File: src/rtl/signed_div_core_if.sv
// Handshake and operand/result bundle between the divider controller and signed_div_core.
interface signed_div_core_if #(
    parameter int unsigned WIDTH = 16
);
    logic             start;
    logic [WIDTH-1:0] dvd_mag;
    logic [WIDTH-1:0] dvs_mag;
    logic             dvd_neg;
    logic             dvs_neg;
    logic             busy;
    logic             done;
    logic [WIDTH-1:0] quot;
    logic [WIDTH-1:0] rem;
    logic             div_by_zero;

    modport master (
        output start, dvd_mag, dvs_mag, dvd_neg, dvs_neg,
        input  busy, done, quot, rem, div_by_zero
    );

    modport slave (
        input  start, dvd_mag, dvs_mag, dvd_neg, dvs_neg,
        output busy, done, quot, rem, div_by_zero
    );
endinterface

File: src/rtl/signed_div_core.sv
// Sequential restoring divider on operand magnitudes, one quotient bit per clock,
// with truncating-division sign correction applied in a final FIX cycle.
module signed_div_core #(
    parameter int unsigned WIDTH = 16
) (
    input  logic                clk,
    input  logic                rst_n,
    signed_div_core_if.slave    bus
);
    localparam int unsigned CW = (WIDTH > 1) ? $clog2(WIDTH) : 1;
    localparam int unsigned RW = WIDTH + 1;

    typedef enum logic [1:0] {
        IDLE = 2'd0,
        CALC = 2'd1,
        FIX  = 2'd2
    } state_e;

    state_e           state_q, state_d;
    logic [CW-1:0]    cnt_q, cnt_d;
    logic [RW-1:0]    r_q, r_d;
    logic [WIDTH-1:0] q_q, q_d;
    logic [WIDTH-1:0] dvs_q, dvs_d;
    logic             dvd_neg_q, dvd_neg_d;
    logic             dvs_neg_q, dvs_neg_d;
    logic             zero_q, zero_d;
    logic             busy_q, busy_d;
    logic             done_q, done_d;
    logic [WIDTH-1:0] quot_q, quot_d;
    logic [WIDTH-1:0] rem_q, rem_d;
    logic             dbz_q, dbz_d;

    logic [RW:0]      r_sh;
    logic             ge;
    logic [WIDTH-1:0] mag_rem;

    // State and datapath registers
    always_ff @(posedge clk or negedge rst_n) begin
        if (!rst_n) begin
            state_q   <= IDLE;
            cnt_q     <= '0;
            r_q       <= '0;
            q_q       <= '0;
            dvs_q     <= '0;
            dvd_neg_q <= 1'b0;
            dvs_neg_q <= 1'b0;
            zero_q    <= 1'b0;
            busy_q    <= 1'b0;
            done_q    <= 1'b0;
            quot_q    <= '0;
            rem_q     <= '0;
            dbz_q     <= 1'b0;
        end else begin
            state_q   <= state_d;
            cnt_q     <= cnt_d;
            r_q       <= r_d;
            q_q       <= q_d;
            dvs_q     <= dvs_d;
            dvd_neg_q <= dvd_neg_d;
            dvs_neg_q <= dvs_neg_d;
            zero_q    <= zero_d;
            busy_q    <= busy_d;
            done_q    <= done_d;
            quot_q    <= quot_d;
            rem_q     <= rem_d;
            dbz_q     <= dbz_d;
        end
    end

    // Next-state, restoring step and sign correction
    always_comb begin
        state_d   = state_q;
        cnt_d     = cnt_q;
        r_d       = r_q;
        q_d       = q_q;
        dvs_d     = dvs_q;
        dvd_neg_d = dvd_neg_q;
        dvs_neg_d = dvs_neg_q;
        zero_d    = zero_q;
        busy_d    = busy_q;
        done_d    = 1'b0;
        quot_d    = quot_q;
        rem_d     = rem_q;
        dbz_d     = dbz_q;

        // {R,Q} shifted left with the next dividend bit entering R
        r_sh    = {r_q, q_q[WIDTH-1]};
        ge      = (r_sh >= (RW+1)'(dvs_q));
        // On divide-by-zero Q still holds the untouched dividend
        mag_rem = zero_q ? q_q : r_q[WIDTH-1:0];

        unique case (state_q)
            IDLE: begin
                if (bus.start) begin
                    q_d       = bus.dvd_mag;
                    dvs_d     = bus.dvs_mag;
                    dvd_neg_d = bus.dvd_neg;
                    dvs_neg_d = bus.dvs_neg;
                    r_d       = '0;
                    cnt_d     = '0;
                    zero_d    = (bus.dvs_mag == '0);
                    busy_d    = 1'b1;
                    state_d   = (bus.dvs_mag == '0) ? FIX : CALC;
                end
            end
            CALC: begin
                r_d   = ge ? RW'(r_sh - (RW+1)'(dvs_q)) : r_sh[RW-1:0];
                q_d   = {q_q[WIDTH-2:0], ge};
                cnt_d = CW'(cnt_q + 1'b1);
                if (cnt_q == CW'(WIDTH - 1)) begin
                    state_d = FIX;
                end
            end
            FIX: begin
                if (zero_q) begin
                    quot_d = '1;
                end else begin
                    quot_d = (dvd_neg_q ^ dvs_neg_q) ? WIDTH'(WIDTH'(0) - q_q) : q_q;
                end
                rem_d   = dvd_neg_q ? WIDTH'(WIDTH'(0) - mag_rem) : mag_rem;
                dbz_d   = zero_q;
                done_d  = 1'b1;
                busy_d  = 1'b0;
                state_d = IDLE;
            end
            default: begin
                state_d = IDLE;
            end
        endcase
    end

    assign bus.busy        = busy_q;
    assign bus.done        = done_q;
    assign bus.quot        = quot_q;
    assign bus.rem         = rem_q;
    assign bus.div_by_zero = dbz_q;

endmodule

File: src/flat_wrapper.sv
// flat-port wrapper written by rule: the top's interface ports become plain ports
module signed_div_core_flat 
#(
    parameter int unsigned WIDTH = 16
)
  (clk, rst_n, bus_start, bus_dvd_mag, bus_dvs_mag, bus_dvd_neg, bus_dvs_neg, bus_busy, bus_done, bus_quot, bus_rem, bus_div_by_zero);
  signed_div_core_if #(.WIDTH(WIDTH)) bus_i ();
  input  logic clk;
  input  logic rst_n;
  input wire logic [$bits(bus_i.start)-1:0] bus_start;
  input wire logic [$bits(bus_i.dvd_mag)-1:0] bus_dvd_mag;
  input wire logic [$bits(bus_i.dvs_mag)-1:0] bus_dvs_mag;
  input wire logic [$bits(bus_i.dvd_neg)-1:0] bus_dvd_neg;
  input wire logic [$bits(bus_i.dvs_neg)-1:0] bus_dvs_neg;
  output wire logic [$bits(bus_i.busy)-1:0] bus_busy;
  output wire logic [$bits(bus_i.done)-1:0] bus_done;
  output wire logic [$bits(bus_i.quot)-1:0] bus_quot;
  output wire logic [$bits(bus_i.rem)-1:0] bus_rem;
  output wire logic [$bits(bus_i.div_by_zero)-1:0] bus_div_by_zero;
  assign bus_i.start = bus_start;
  assign bus_i.dvd_mag = bus_dvd_mag;
  assign bus_i.dvs_mag = bus_dvs_mag;
  assign bus_i.dvd_neg = bus_dvd_neg;
  assign bus_i.dvs_neg = bus_dvs_neg;
  assign bus_busy = bus_i.busy;
  assign bus_done = bus_i.done;
  assign bus_quot = bus_i.quot;
  assign bus_rem = bus_i.rem;
  assign bus_div_by_zero = bus_i.div_by_zero;
  signed_div_core #(.WIDTH(WIDTH)) u_core (.clk(clk), .rst_n(rst_n), .bus(bus_i));
endmodule
File: config.mk
export PLATFORM = sky130hd
export DESIGN_NAME = signed_div_core_flat
export DESIGN_NICKNAME = d
export VERILOG_FILES = /design/src/rtl/signed_div_core_if.sv /design/src/rtl/signed_div_core.sv /design/src/flat_wrapper.sv
export SDC_FILE = /design/constraint.sdc
export NUM_CORES = 1
export LEC_CHECK = 0
export BUFFER_PORTS_ARGS = -buffer_cell sky130_fd_sc_hd__buf_4
export CAP_MARGIN = 10
export CORE_MARGIN = 5
export CORE_UTILIZATION = 55
export CTS_BUF_LIST = sky130_fd_sc_hd__clkbuf_8
export CTS_CLUSTER_DIAMETER = 100
export CTS_CLUSTER_SIZE = 30
export DETAILED_ROUTE_END_ITERATION = 6
export PLACE_DENSITY = 0.82
export SLEW_MARGIN = 20
export SYNTH_ARGS = -nofsm -noshare
export SYNTH_HDL_FRONTEND = slang
export SYNTH_SLANG_ARGS = --single-unit
File: constraint.sdc
create_clock -name clk -period 2.75 [get_ports clk]
set_clock_uncertainty 0.05 [all_clocks]
set_input_delay 0.4125 -clock clk [delete_from_list [all_inputs] [get_ports clk]]
set_output_delay 0.4125 -clock clk [all_outputs]
set_load 0.03 [all_outputs]
==> metrics <==
total iterations of the first detailed-routing run=7; Post-Synthesis Cells=approximately 650; main flop type after synthesis=dfrtp_1; crit start category=flip-flop; via density per instance=a little over 6; # rows=36; P_leak=just under 3 nW; Crit. End Element=flip-flop; worst-path fanout max=14; top-count cell post-synth=dfrtp_1; Power Internal=about 0.0049 W; Rel. slew slack=33.78%; Slowest-stage cell, CP=dfrtp_1; mux contribution to synthesized area=about 3.7%; Psw=around 0.0047 W; ys async rst share=between 90% and 100%; final core occ=65.85%; Cell Pwr Density=~1500 nW/µm²; Setup Fix Bufs, Post-CTS=0; CP Cell Sequence=ha_1, a21o_1, a21oi_1, a31oi_2, o21ai_4, a2111oi_1, a311o_1; total wire length=about 15000 µm; Max Clock Freq=slightly below 400 MHz; minimum clock period=~2600 ps; largest family of logic cells by synthesized area=simple AND/OR/NAND/NOR gates; Post-Synth Simple-Gate Area=between 10% and 20%; Synth Area in Adders=under 10%; crit path DAT=approximately 2800 ps; CP top delay family=compound AO/OA/AOI/OAI gates; DRC=0; total number of vias=approximately 5100; starting density of the core=a little under three fifths; cell area after synthesis=5607 µm²; CTS tree=built; Worst VDD drop=about 0.81 mV; setup tns final=0 ps; Flop pwr share=27.7%; register area=around 2300 µm²; area of the multi-input gates=3025 µm²; area leader, netlist=dfrtp_1; Max Cap Violations=0; Die X=between 100 and 150 µm; clock share of power=under 10%; top post-synthesis cells by area=dfrtp_1 (42%), nand2_1 (6.2%), a21oi_1 (4.7%), o21ai_0 (4.4%), ha_1 (4.2%); nets@finish=between 700 and 800; register area share after synthesis=approximately two fifths; global-route wire length before repair=between 20000 and 25000 µm; GRT Overall Usage=about a quarter; Worst-Margin Slew=between 900 and 1000 ps; CTS Buf Count=9; Post-DRT Antenna Nets=0; initial antenna violation count=0; Tcrit/Tclk final=roughly 95%; Die Ht=~110 µm; RSZ-0062 raised after global routing=no; CP required=about 3000 ps; Iter 0 DRT Violations=479; sw frac=slightly below 50%; root buf cell=clkbuf_8; H-Tree Depth=3; Synth top cells by count=dfrtp_1 (93), nand2_1 (92), a21oi_1 (53), o21ai_0 (49), nor2_1 (42); largest net degree at the start of global routing=roughly 60; vias in the first global route=about 5000; Yosys reg bits=a little over 90; Cell variety after synth=60; Synth top area share=41.51%; I/O Buffers=71; IO Pins=72; Clock Path Buffers=2; hold crit path type=in2async; CP peak stage delay=between 400 and 500 ps; wire per inst=around 18 µm; share of layout cells above drive strength 1=a little under a fifth; Die Area=around 12000 µm²; Crit Path Class=reg2reg; Hold Fails Final Rpt=0; Slew Limit Fails=0; synth warn=0; TritonCTS Sinks=93; HPWL after DPL=about 11000 µm; final setup fails=0; Total Power=0.009623 W; GPL Wtd Cong=around 0.98; filler instances=roughly 820; crit path buf inv count=0; worst-skew pair later-pin latency=370 ps; Inserted Diodes=0; total grt overflow=0; number of hold buffers added after CTS=0; Synth Net Count=around 700; compound-gate portion of the synthesized area=between 10% and 20%; Synth Area in XOR/XNOR=5.624%; Comb pwr share=63.8%; clock-pin slew on the worst setup and hold paths=90 ps; Core Footprint=9864 µm²; status=complete, no violations; area grow syn2layout=15.87%; Synth Area per Inst=a little under 9 µm²; EDFF count, synth=0
[cells in the final DEF, fill, tap and decap left out, types with 9 or more instances in the layout]
cell type / netlist / layout
nor2_1: 42 / 42
nand3_1: 12 / 12
clkbuf_8: 0 / 9
nand2b_1: 10 / 10
inv_1: 22 / 22
buf_4: 0 / 94
xor2_1: 12 / 12
o21ai_0: 49 / 48
ha_1: 19 / 19
dfrtp_1: 93 / 93
a21oi_1: 53 / 52
mux2i_1: 13 / 13
and3_1: 10 / 10
nand4_1: 11 / 11
nor3_1: 19 / 19
nand2_1: 92 / 92
xnor2_1: 24 / 24
a22oi_1: 13 / 13
[metal layers]
layer  up-vias  wire (µm)  global-route usage (%)
li1       2438          -                       -
met1      2460       6380                   31.59
met2       190       7248                   40.09
met3        33        873                   3.057
met4         0        432                   11.49
met5         -          0                       0
[repair_timing]
item / in CTS / in global routing
gates resized for setup: 0 / 6
endpoints found under the hold margin: 0 / 0
setup endpoints to repair: 0 / 9
[sequential cells by signal, indices dropped and copies added, names as in the netlist]
signal,flops
u_core.cnt_q,4
u_core.dvs_neg_q,1
u_core.bus.busy,1
u_core.bus.div_by_zero,1
u_core.zero_q,1
u_core.r_q,17
u_core.bus.rem,16
u_core.q_q,16
u_core.dvd_neg_q,1
u_core.bus.quot,16
u_core.dvs_q,16
u_core.bus.done,1
u_core.state_q,2
[per-stage QoR]
step	area, µm²	std cells	setup slack [ps]	hold slack [ps]
final	6496	847	147.5	52.93
after global routing	6496	847	32.93	125.8
after CTS	6476	847	73.77	75.30
after detailed placement	6311	832	101.1	416.7
after global placement	6311	832	235.9	404.8
after floorplan	5607	647	273.0	66.91
[power groups by stage]
stage	sequential (W)	clock, W	combinational (W)
after floorplan	0.00283	0	0.00409
after global placement	0.00263	0	0.00583
after detailed placement	0.00267	0	0.00600
after CTS	0.00264	0.000841	0.00604
after global routing	0.00273	0.000887	0.00674
final	0.00266	0.000822	0.00614
[cells by family after synthesis]
family | after synthesis
xor gates and xnor gates | 36
adders and majority gates | 20
and+or+nand+nor | 233
buffers and inverters | 66
AOI/OAI and AO/OA | 179
muxes | 20
DFF | 93
[cell type report]
cell class	instances	share of cell area [%]
repair buffers	95	11.17
clock buffers	9	1.907
multi-input cells	488	46.57
well taps	133	2.562
inverters	23	1.329
flip-flops and latches	93	35.82
clock inverters	6	0.6356
[worst paths after layout]
path | start | end | slack (ps) | depth (start not counted)
max reg2reg | u_core.r_q[3] | u_core.r_q[8] | 150 | 7
min in group clk | bus_dvs_neg | u_core.dvs_neg_q | 180 | 3
min | rst_n | u_core.bus.rem[1] | 50 | 1
max in group asynchronous | rst_n | u_core.dvs_q[6] | 1860 | 2
min reg2reg | u_core.bus.quot[0] | u_core.bus.quot[0] | 430 | 2
max | u_core.r_q[3] | u_core.r_q[8] | 150 | 7
No activity file was read; power rests on OpenSTA's default activity.
